==> config.mk <==
export PLATFORM = sky130hd
export DESIGN_NAME = gpio_bank_flat
export DESIGN_NICKNAME = d
export VERILOG_FILES = /design/src/rtl/gpio_bank_if.sv /design/src/rtl/gpio_bank.sv /design/src/flat_wrapper.sv
export SDC_FILE = /design/constraint.sdc
export NUM_CORES = 1
export LEC_CHECK = 0
export BUFFER_PORTS_ARGS = -buffer_cell sky130_fd_sc_hd__buf_2
export CORE_AREA = 5 5 150 152
export CTS_CLUSTER_DIAMETER = 50
export DETAILED_ROUTE_END_ITERATION = 12
export DIE_AREA = 0 0 155 157
export GPL_ROUTABILITY_DRIVEN = 0
export PLACE_DENSITY = 0.55
export SYNTH_ARGS = -nofsm -noshare
export SYNTH_HDL_FRONTEND = slang
export SYNTH_SLANG_ARGS = --single-unit
==> constraint.sdc <==
create_clock -name clk -period 6.85 [get_ports clk]
set_input_delay 1.0275 -clock clk [delete_from_list [all_inputs] [get_ports clk]]
set_output_delay 1.0275 -clock clk [all_outputs]
set_load 0.005 [all_outputs]
==> src/rtl/gpio_bank_if.sv <==
// Register bus for gpio_bank: single-outstanding req/ack handshake with 3-bit word address.
interface gpio_bank_if;
  logic        req_i;
  logic        we_i;
  logic [2:0]  addr_i;
  logic [31:0] wdata_i;
  logic [31:0] rdata_o;
  logic        ack_o;

  modport master (output req_i, we_i, addr_i, wdata_i, input rdata_o, ack_o);
  modport slave  (input req_i, we_i, addr_i, wdata_i, output rdata_o, ack_o);
endinterface

==> src/rtl/gpio_bank.sv <==
// Parametrised GPIO bank: direction/output registers, synchronised and debounced
// inputs, rise/fall edge interrupts with write-1-to-clear pending bits.
module gpio_bank #(
  parameter int unsigned WIDTH = 8,
  parameter int unsigned DEB_W = 8
) (
  input  logic             clk,
  input  logic             rst_i,
  gpio_bank_if.slave       bus,
  output logic [WIDTH-1:0] gpio_dir_o,
  output logic [WIDTH-1:0] gpio_val_o,
  input  logic [WIDTH-1:0] gpio_val_i,
  output logic             irq_o
);

  typedef enum logic {S_IDLE, S_ACK} state_t;

  state_t           state_q;
  logic [WIDTH-1:0] dir_q, out_q, rise_en_q, fall_en_q, pend_q;
  logic [WIDTH-1:0] sync1_q, sync2_q, stable_q;
  logic [WIDTH-1:0] hit, set_pend, clr_pend;
  logic [DEB_W-1:0] thr_q, thr_eff;
  logic [DEB_W-1:0] cnt_q [WIDTH];
  logic [31:0]      rd_mux, rdata_q;
  logic             ack_q, irq_q;

  assign thr_eff = (thr_q == '0) ? DEB_W'(1) : thr_q;

  // Widened compare so a threshold lowered below the running count still fires.
  always_comb begin
    hit = '0;
    for (int unsigned i = 0; i < WIDTH; i++) begin
      hit[i] = (sync2_q[i] != stable_q[i]) &&
               (({1'b0, cnt_q[i]} + {{DEB_W{1'b0}}, 1'b1}) >= {1'b0, thr_eff});
    end
  end

  assign set_pend = hit & ((sync2_q & rise_en_q) | (~sync2_q & fall_en_q));

  always_comb begin
    clr_pend = '0;
    if (state_q == S_IDLE && bus.req_i && bus.we_i && bus.addr_i == 3'd5)
      clr_pend = bus.wdata_i[WIDTH-1:0];
  end

  always_comb begin
    rd_mux = '0;
    case (bus.addr_i)
      3'd0:    rd_mux[WIDTH-1:0] = dir_q;
      3'd1:    rd_mux[WIDTH-1:0] = out_q;
      3'd2:    rd_mux[WIDTH-1:0] = stable_q;
      3'd3:    rd_mux[WIDTH-1:0] = rise_en_q;
      3'd4:    rd_mux[WIDTH-1:0] = fall_en_q;
      3'd5:    rd_mux[WIDTH-1:0] = pend_q;
      3'd6:    rd_mux[DEB_W-1:0] = thr_q;
      default: rd_mux = '0;
    endcase
  end

  always_ff @(posedge clk) begin
    if (rst_i) begin
      sync1_q  <= '0;
      sync2_q  <= '0;
      stable_q <= '0;
      for (int unsigned i = 0; i < WIDTH; i++) cnt_q[i] <= '0;
    end else begin
      sync1_q  <= gpio_val_i;
      sync2_q  <= sync1_q;
      stable_q <= stable_q ^ hit;
      for (int unsigned i = 0; i < WIDTH; i++) begin
        if (sync2_q[i] == stable_q[i] || hit[i]) cnt_q[i] <= '0;
        else                                     cnt_q[i] <= cnt_q[i] + DEB_W'(1);
      end
    end
  end

  always_ff @(posedge clk) begin
    if (rst_i) begin
      state_q   <= S_IDLE;
      dir_q     <= '0;
      out_q     <= '0;
      rise_en_q <= '0;
      fall_en_q <= '0;
      pend_q    <= '0;
      thr_q     <= '0;
      ack_q     <= 1'b0;
      rdata_q   <= '0;
      irq_q     <= 1'b0;
    end else begin
      ack_q   <= 1'b0;
      rdata_q <= '0;
      // New edge events take priority over a same-cycle clear.
      pend_q  <= (pend_q & ~clr_pend) | set_pend;
      irq_q   <= |pend_q;
      case (state_q)
        S_IDLE: begin
          if (bus.req_i) begin
            ack_q   <= 1'b1;
            state_q <= S_ACK;
            if (bus.we_i) begin
              case (bus.addr_i)
                3'd0:    dir_q     <= bus.wdata_i[WIDTH-1:0];
                3'd1:    out_q     <= bus.wdata_i[WIDTH-1:0];
                3'd3:    rise_en_q <= bus.wdata_i[WIDTH-1:0];
                3'd4:    fall_en_q <= bus.wdata_i[WIDTH-1:0];
                3'd6:    thr_q     <= bus.wdata_i[DEB_W-1:0];
                default: ;
              endcase
            end else begin
              rdata_q <= rd_mux;
            end
          end
        end
        S_ACK:   state_q <= S_IDLE;
        default: state_q <= S_IDLE;
      endcase
    end
  end

  assign bus.ack_o   = ack_q;
  assign bus.rdata_o = rdata_q;
  assign gpio_dir_o  = dir_q;
  assign gpio_val_o  = out_q;
  assign irq_o       = irq_q;

endmodule
==> src/flat_wrapper.sv <==
// flat-port wrapper written by rule: the top's interface ports become plain ports
module gpio_bank_flat 
#(
  parameter int unsigned WIDTH = 8,
  parameter int unsigned DEB_W = 8
)
  (clk, rst_i, gpio_dir_o, gpio_val_o, gpio_val_i, irq_o, bus_req_i, bus_we_i, bus_addr_i, bus_wdata_i, bus_rdata_o, bus_ack_o);
  gpio_bank_if bus_i ();
  input  logic clk;
  input  logic rst_i;
  output logic [WIDTH-1:0] gpio_dir_o;
  output logic [WIDTH-1:0] gpio_val_o;
  input  logic [WIDTH-1:0] gpio_val_i;
  output logic irq_o;
  input wire logic [$bits(bus_i.req_i)-1:0] bus_req_i;
  input wire logic [$bits(bus_i.we_i)-1:0] bus_we_i;
  input wire logic [$bits(bus_i.addr_i)-1:0] bus_addr_i;
  input wire logic [$bits(bus_i.wdata_i)-1:0] bus_wdata_i;
  output wire logic [$bits(bus_i.rdata_o)-1:0] bus_rdata_o;
  output wire logic [$bits(bus_i.ack_o)-1:0] bus_ack_o;
  assign bus_i.req_i = bus_req_i;
  assign bus_i.we_i = bus_we_i;
  assign bus_i.addr_i = bus_addr_i;
  assign bus_i.wdata_i = bus_wdata_i;
  assign bus_rdata_o = bus_i.rdata_o;
  assign bus_ack_o = bus_i.ack_o;
  gpio_bank #(.WIDTH(WIDTH), .DEB_W(DEB_W)) u_core (.clk(clk), .rst_i(rst_i), .bus(bus_i), .gpio_dir_o(gpio_dir_o), .gpio_val_o(gpio_val_o), .gpio_val_i(gpio_val_i), .irq_o(irq_o));
endmodule
==> After elaboration in Yosys (flattened, before gate mapping) <==
Memory sizes are Yosys's and may differ from the RTL's.
Cells that the tools add are included.
{ "op_classes": {"n_addsub": 16, "n_lt_le_gt_ge": 8, "eq_ne": 22, "n_mux": 71, "bitwise": 27, "n_reduce_logical": 30} }
{ "ops": {"columns": ["operator", "count"], "rows": [
  ["$mux W8", 18],
  ["$add A8 B1 Y9 const B", 8],
  ["$ge A9 B8 Y1", 8],
  ["$add A8 B1 Y8 const B", 8],
  ["$pmux W8 S7", 1],
  ["$mux W1", 51],
  ["$and A8 B8 Y8", 4],
  ["$reduce_and A4 Y1", 5],
  ["$not A8 Y8", 2],
  ["$or A1 B1 Y1", 16],
  ["$or A8 B8 Y8", 2],
  ["$logic_and A1 B1 Y1", 11],
  ["$eq A3 B3 Y1 const B", 3],
  ["$eq A1 B1 Y1", 8],
  ["$logic_not A8 Y1", 1],
  ["$logic_or A1 B1 Y1", 8],
  ["$ne A1 B1 Y1", 8],
  ["$reduce_or A8 Y1", 1],
  ["$xor A8 B8 Y8", 1],
  ["$eq A3 B2 Y1 const B", 2],
  ["$reduce_or A4 Y1", 1],
  ["$eq A3 B1 Y1 const B", 1],
  ["$logic_not A3 Y1", 1],
  ["$reduce_or A3 Y1", 1],
  ["3 further kinds", 4]
]} }
{ "word_totals": {"reg_bits": 107, "ramBits": 64, "memories": 1} }
{ "mem_list": {"columns": ["name", "depth", "width", "read_ports", "rd_ports_with_merged_regs", "write_ports", "line", "rtl"], "rows": [
  ["u_core.cnt_q", 8, 8, 8, 0, 8, "gpio_bank.sv:23", "logic [DEB_W-1:0] cnt_q [WIDTH];"]
]} }

==> Depth between registers and ports, before layout <==
{ "depth": {"depth_word": 10, "depth_mapped": 11, "depth_no_buf": 10} }

==> Least setup slack after synthesis <==
Ideal clock, no wire load.
{ "synth_timing": {"path_kind": "reg2reg", "start": "memory u_core.cnt_q[3][0] (netlist: u_core.cnt_q[0][24])", "end": "memory u_core.cnt_q[3][4] (netlist: u_core.cnt_q[0][28]), data pin", "t_arrival_ns": 2.469, "required_ns": 6.715, "setup_slack_ns": 4.246, "stages_incl_launch_ff": 11, "n_path_buf": 1, "path_cell_list": "edfxtp_1 -> ha_1 -> xor2_1 -> ha_1 -> a211oi_1 -> nor2_1 -> nor4_1 -> o31ai_1 -> or3_1 -> buf_4 -> nor2b_2"} }
{ "synth_rtl": {"columns": ["element", "line"], "rows": [
  ["start, declared", "gpio_bank.sv:23"]
]} }

==> flow_metrics.py <==
metrics = {
    "cells_and_area": {
        "fill_cells": 2044,
        "area.growth.synth_to_final_pct": 14.6,
        "final_core_utilization": 0.455,
        "diodes": 0,
        "layout.cell_area.non_filler_um2": 9500,
        "layoutNonFillerInstCount": 1253,
        "finish.net_count": 1077,
        "drive_above_1_share": 0.105,
    },
    "sta": {
        "finalWorstPathRequiredPeriod_ns": 3.52,
        "worst_slew_pin_slew_ns": 1.18,
        "rsz_0062_raised_after_global_routing": "false",
        "holdWs_ns": 0.432,
        "post-route-worst-setup-slack_ns": 3.33,
        "finalSetupViolCount": 0,
        "slew-limit-headroom": 0.214,
        "period_share": 0.513,
        "final.setup_skew_ns": 0.0122,
        "max_freq_mhz": 284,
        "final_max_slew_viol_count": 0,
        "finalHoldViolations": 0,
        "final.setup.tns_ns": 0,
    },
    "detailed_routing": {
        "detail_route.wirelength_um": 20200,
        "drtAntennaViolNets": 0,
        "dr_total_vias": 6372,
        "routed_via_density": 5.09,
        "number_of_detailed_route_iterations_in_the_first_pass": 5,
        "initialDrtViolationCount": 417,
        "wire_per_inst_um": 16.1,
        "drc": 0,
    },
    "worst_hold_path": {
        "holdCritPathClass": "flip-flop to flip-flop",
    },
    "critical_path": {
        "reg2reg_slack_ns": 3.33,
        "timing.critical_path.slowest_stage_cell": "sky130_fd_sc_hd__a41o_1",
        "maximum_net_fanout_on_the_critical_path": 8,
        "critPathLaunchType": "flip-flop",
        "critPathCaptureType": "flip-flop",
        "crit_type": "flip-flop to flip-flop",
        "critical-path-max-stage-delay_ns": 0.73,
        "critical_path.most_common_cell": "sky130_fd_sc_hd__nor4_1",
        "crit_arrival_ns": 3.79,
        "path_cells": "nor4_1 -> a41o_1 -> ha_1 -> nor2b_1 -> o21bai_1 -> nor4_1 -> o31ai_1 -> or3_1 -> nor2_1",
        "crit_required_ns": 7.12,
    },
    "floorplanning": {
        "placement_rows": 53,
        "floorplan.die_area_um2": 24300,
        "initial_core_util": 0.397,
        "core_area_um2": 20900,
        "floorplan.io_pins": 97,
        "die_y_um": 157,
        "die_w_um": 155,
    },
    "clock_tree": {
        "max-clock-path-buffers": 2,
        "cts_htree_levels": 4,
        "clk_latency_ns": 0.42,
        "cts_tree": "done",
        "clk_root_buf": "sky130_fd_sc_hd__clkbuf_16",
        "cts-resized-gates": 0,
        "cts.clk_slew.worst_paths_ns": 0.06,
        "post_cts.repair.setup_buffers": 0,
        "cts_num_sinks": 146,
        "number_of_buffers_added_by_the_clock_tree_synthesis_step": 17,
        "hold_buf_cts": 0,
    },
    "logic_synthesis": {
        "ys_dominant_reg_cell": "sky130_fd_sc_hd__dfxtp_1",
        "postSynthAreaPerCell_um2": 9.67,
        "total_of_flip_flops_plus_latches_after_synthesis": 146,
        "yosysUniqueCellTypes": 55,
        "syn_area_um2": 8290,
        "yosys.area.top_type": "sky130_fd_sc_hd__edfxtp_1",
        "ys_warnings": 0,
        "most_instantiated_library_cell_after_synthesis": "sky130_fd_sc_hd__dfxtp_1",
        "synth_enable_flop_cells": 64,
        "synth.cells.most_frequent": "sky130_fd_sc_hd__dfxtp_1 (82), sky130_fd_sc_hd__nand2_1 (79), sky130_fd_sc_hd__nor2_1 (76), sky130_fd_sc_hd__ha_1 (65), sky130_fd_sc_hd__edfxtp_1 (64)",
        "synthArstFlopShare": 0,
        "syn-instance-count": 858,
        "netlist.area_leader.share": 0.232,
        "synth.area.top_cells": "sky130_fd_sc_hd__edfxtp_1 (23%), sky130_fd_sc_hd__dfxtp_1 (20%), sky130_fd_sc_hd__ha_1 (9.8%)",
        "synth.yosys.seq_area_share": 0.430,
    },
    "placed_design": {
        "placement.cell_area_um2": 8960,
        "port_buffers": 48,
        "placed_cells": 1221,
        "place.detailed.hpwl_um": 14000,
        "pre_cts_slack_ns": 3.39,
    },
    "global_routing": {
        "grt_usage": 0.169,
        "grt_remaining_overflow": 0,
        "grt_pass1_vias": 6277,
        "grt_antenna_before_repair": 0,
        "grt_max_degree": 80,
        "first_pass_grt_wire_length_um": 32500,
    },
    "flow_run": {
        "drv_cap": 0,
    },
    "pwr": {
        "total_power_mw": 2.01,
        "ir_worst_vdd_mv": 0.168,
        "power.density_nw_per_um2": 211,
        "power.static_leakage_nw": 3.81,
    },
    "run_status": {
        "run_status": "completed",
    },
}
-- cells in the final DEF (no fill, tap or decap), types with 18 or more instances in the layout --
master | synthesis | final
sky130_fd_sc_hd__ha_1 | 65 | 65
sky130_fd_sc_hd__edfxtp_1 | 64 | 64
sky130_fd_sc_hd__inv_1 | 21 | 21
sky130_fd_sc_hd__mux2i_1 | 26 | 26
sky130_fd_sc_hd__o21ai_0 | 18 | 18
sky130_fd_sc_hd__nand3_1 | 55 | 55
sky130_fd_sc_hd__nor2_1 | 76 | 76
sky130_fd_sc_hd__conb_1 | 2 | 88
sky130_fd_sc_hd__and3_1 | 36 | 36
sky130_fd_sc_hd__nand2_1 | 79 | 79
sky130_fd_sc_hd__buf_2 | 5 | 48
sky130_fd_sc_hd__nor2b_1 | 46 | 46
sky130_fd_sc_hd__xnor2_1 | 31 | 31
sky130_fd_sc_hd__dfxtp_1 | 82 | 82
sky130_fd_sc_hd__a21oi_1 | 46 | 46
-- worst max-delay path: cells and delay by family, from the launching register on --
kind	cells	cell delay, ns
adders and majority gates	1	0.35
AOI/OAI and AO/OA	3	0.99
DFF	1	0.45
and+or+nand+nor	5	1.58
-- registers in the layout, indices dropped and copies added (netlist names), named ones only --
signal              count
u_core.pend_q           8
u_core.gpio_dir_o       8
u_core.bus.rdata_o      8
u_core.bus.ack_o        1
u_core.sync1_q          8
u_core.gpio_val_o       8
u_core.cnt_q           64
u_core.sync2_q          8
u_core.rise_en_q        8
u_core.irq_o            1
u_core.thr_q            8
u_core.fall_en_q        8
-- per-layer routing --
metal  up-vias  global-route usage  wire [µm]
met5         -                   0          0
met3        19              0.0324        847
met4         0              0.0488        234
li1       3222                   -          -
met1      3006               0.217       9150
met2       125               0.291       9990
-- power by group --
group / switching [mW] / internal, mW / leakage, nW
sequential: 0.0229 / 0.934 / 1.33
combinational: 0.111 / 0.0709 / 2.23
clock: 0.368 / 0.503 / 0.256
-- path summary, 6_finish.rpt --
| check | startpoint | end | depth (start not counted) |
|---|---|---|---|
| worst max-delay path | u_core.thr_q[5] | u_core.cnt_q[0][24] | 9 |
| worst min-delay path | u_core.sync1_q[4] | u_core.sync2_q[4] | 1 |
| worst max register to register | u_core.thr_q[5] | u_core.cnt_q[0][24] | 9 |
| worst min register to register | u_core.sync1_q[4] | u_core.sync2_q[4] | 1 |
-- final cells by class --
cell class,count,area (µm²),area share
tap,275,344,0.0362
timing repair buffer,54,285,0.0300
inverter,21,78.8,0.00829
sequential,146,3560,0.375
multi-input combinational,725,4690,0.494
clock buffer,20,447,0.0470
clock inverter,12,91.3,0.00961
-- logic make-up after synthesis --
group / share of synthesized area
multiplexers: 0.0504
XOR/XNOR: 0.0496
other: 0.000906
AO/OA/AOI/OAI: 0.114
adder cells (fa/ha/maj): 0.100
flip-flops: 0.430
buffers and inverters: 0.0451
AND/OR/NAND/NOR: 0.210
Note: power is estimated with default switching activity, not from simulation.
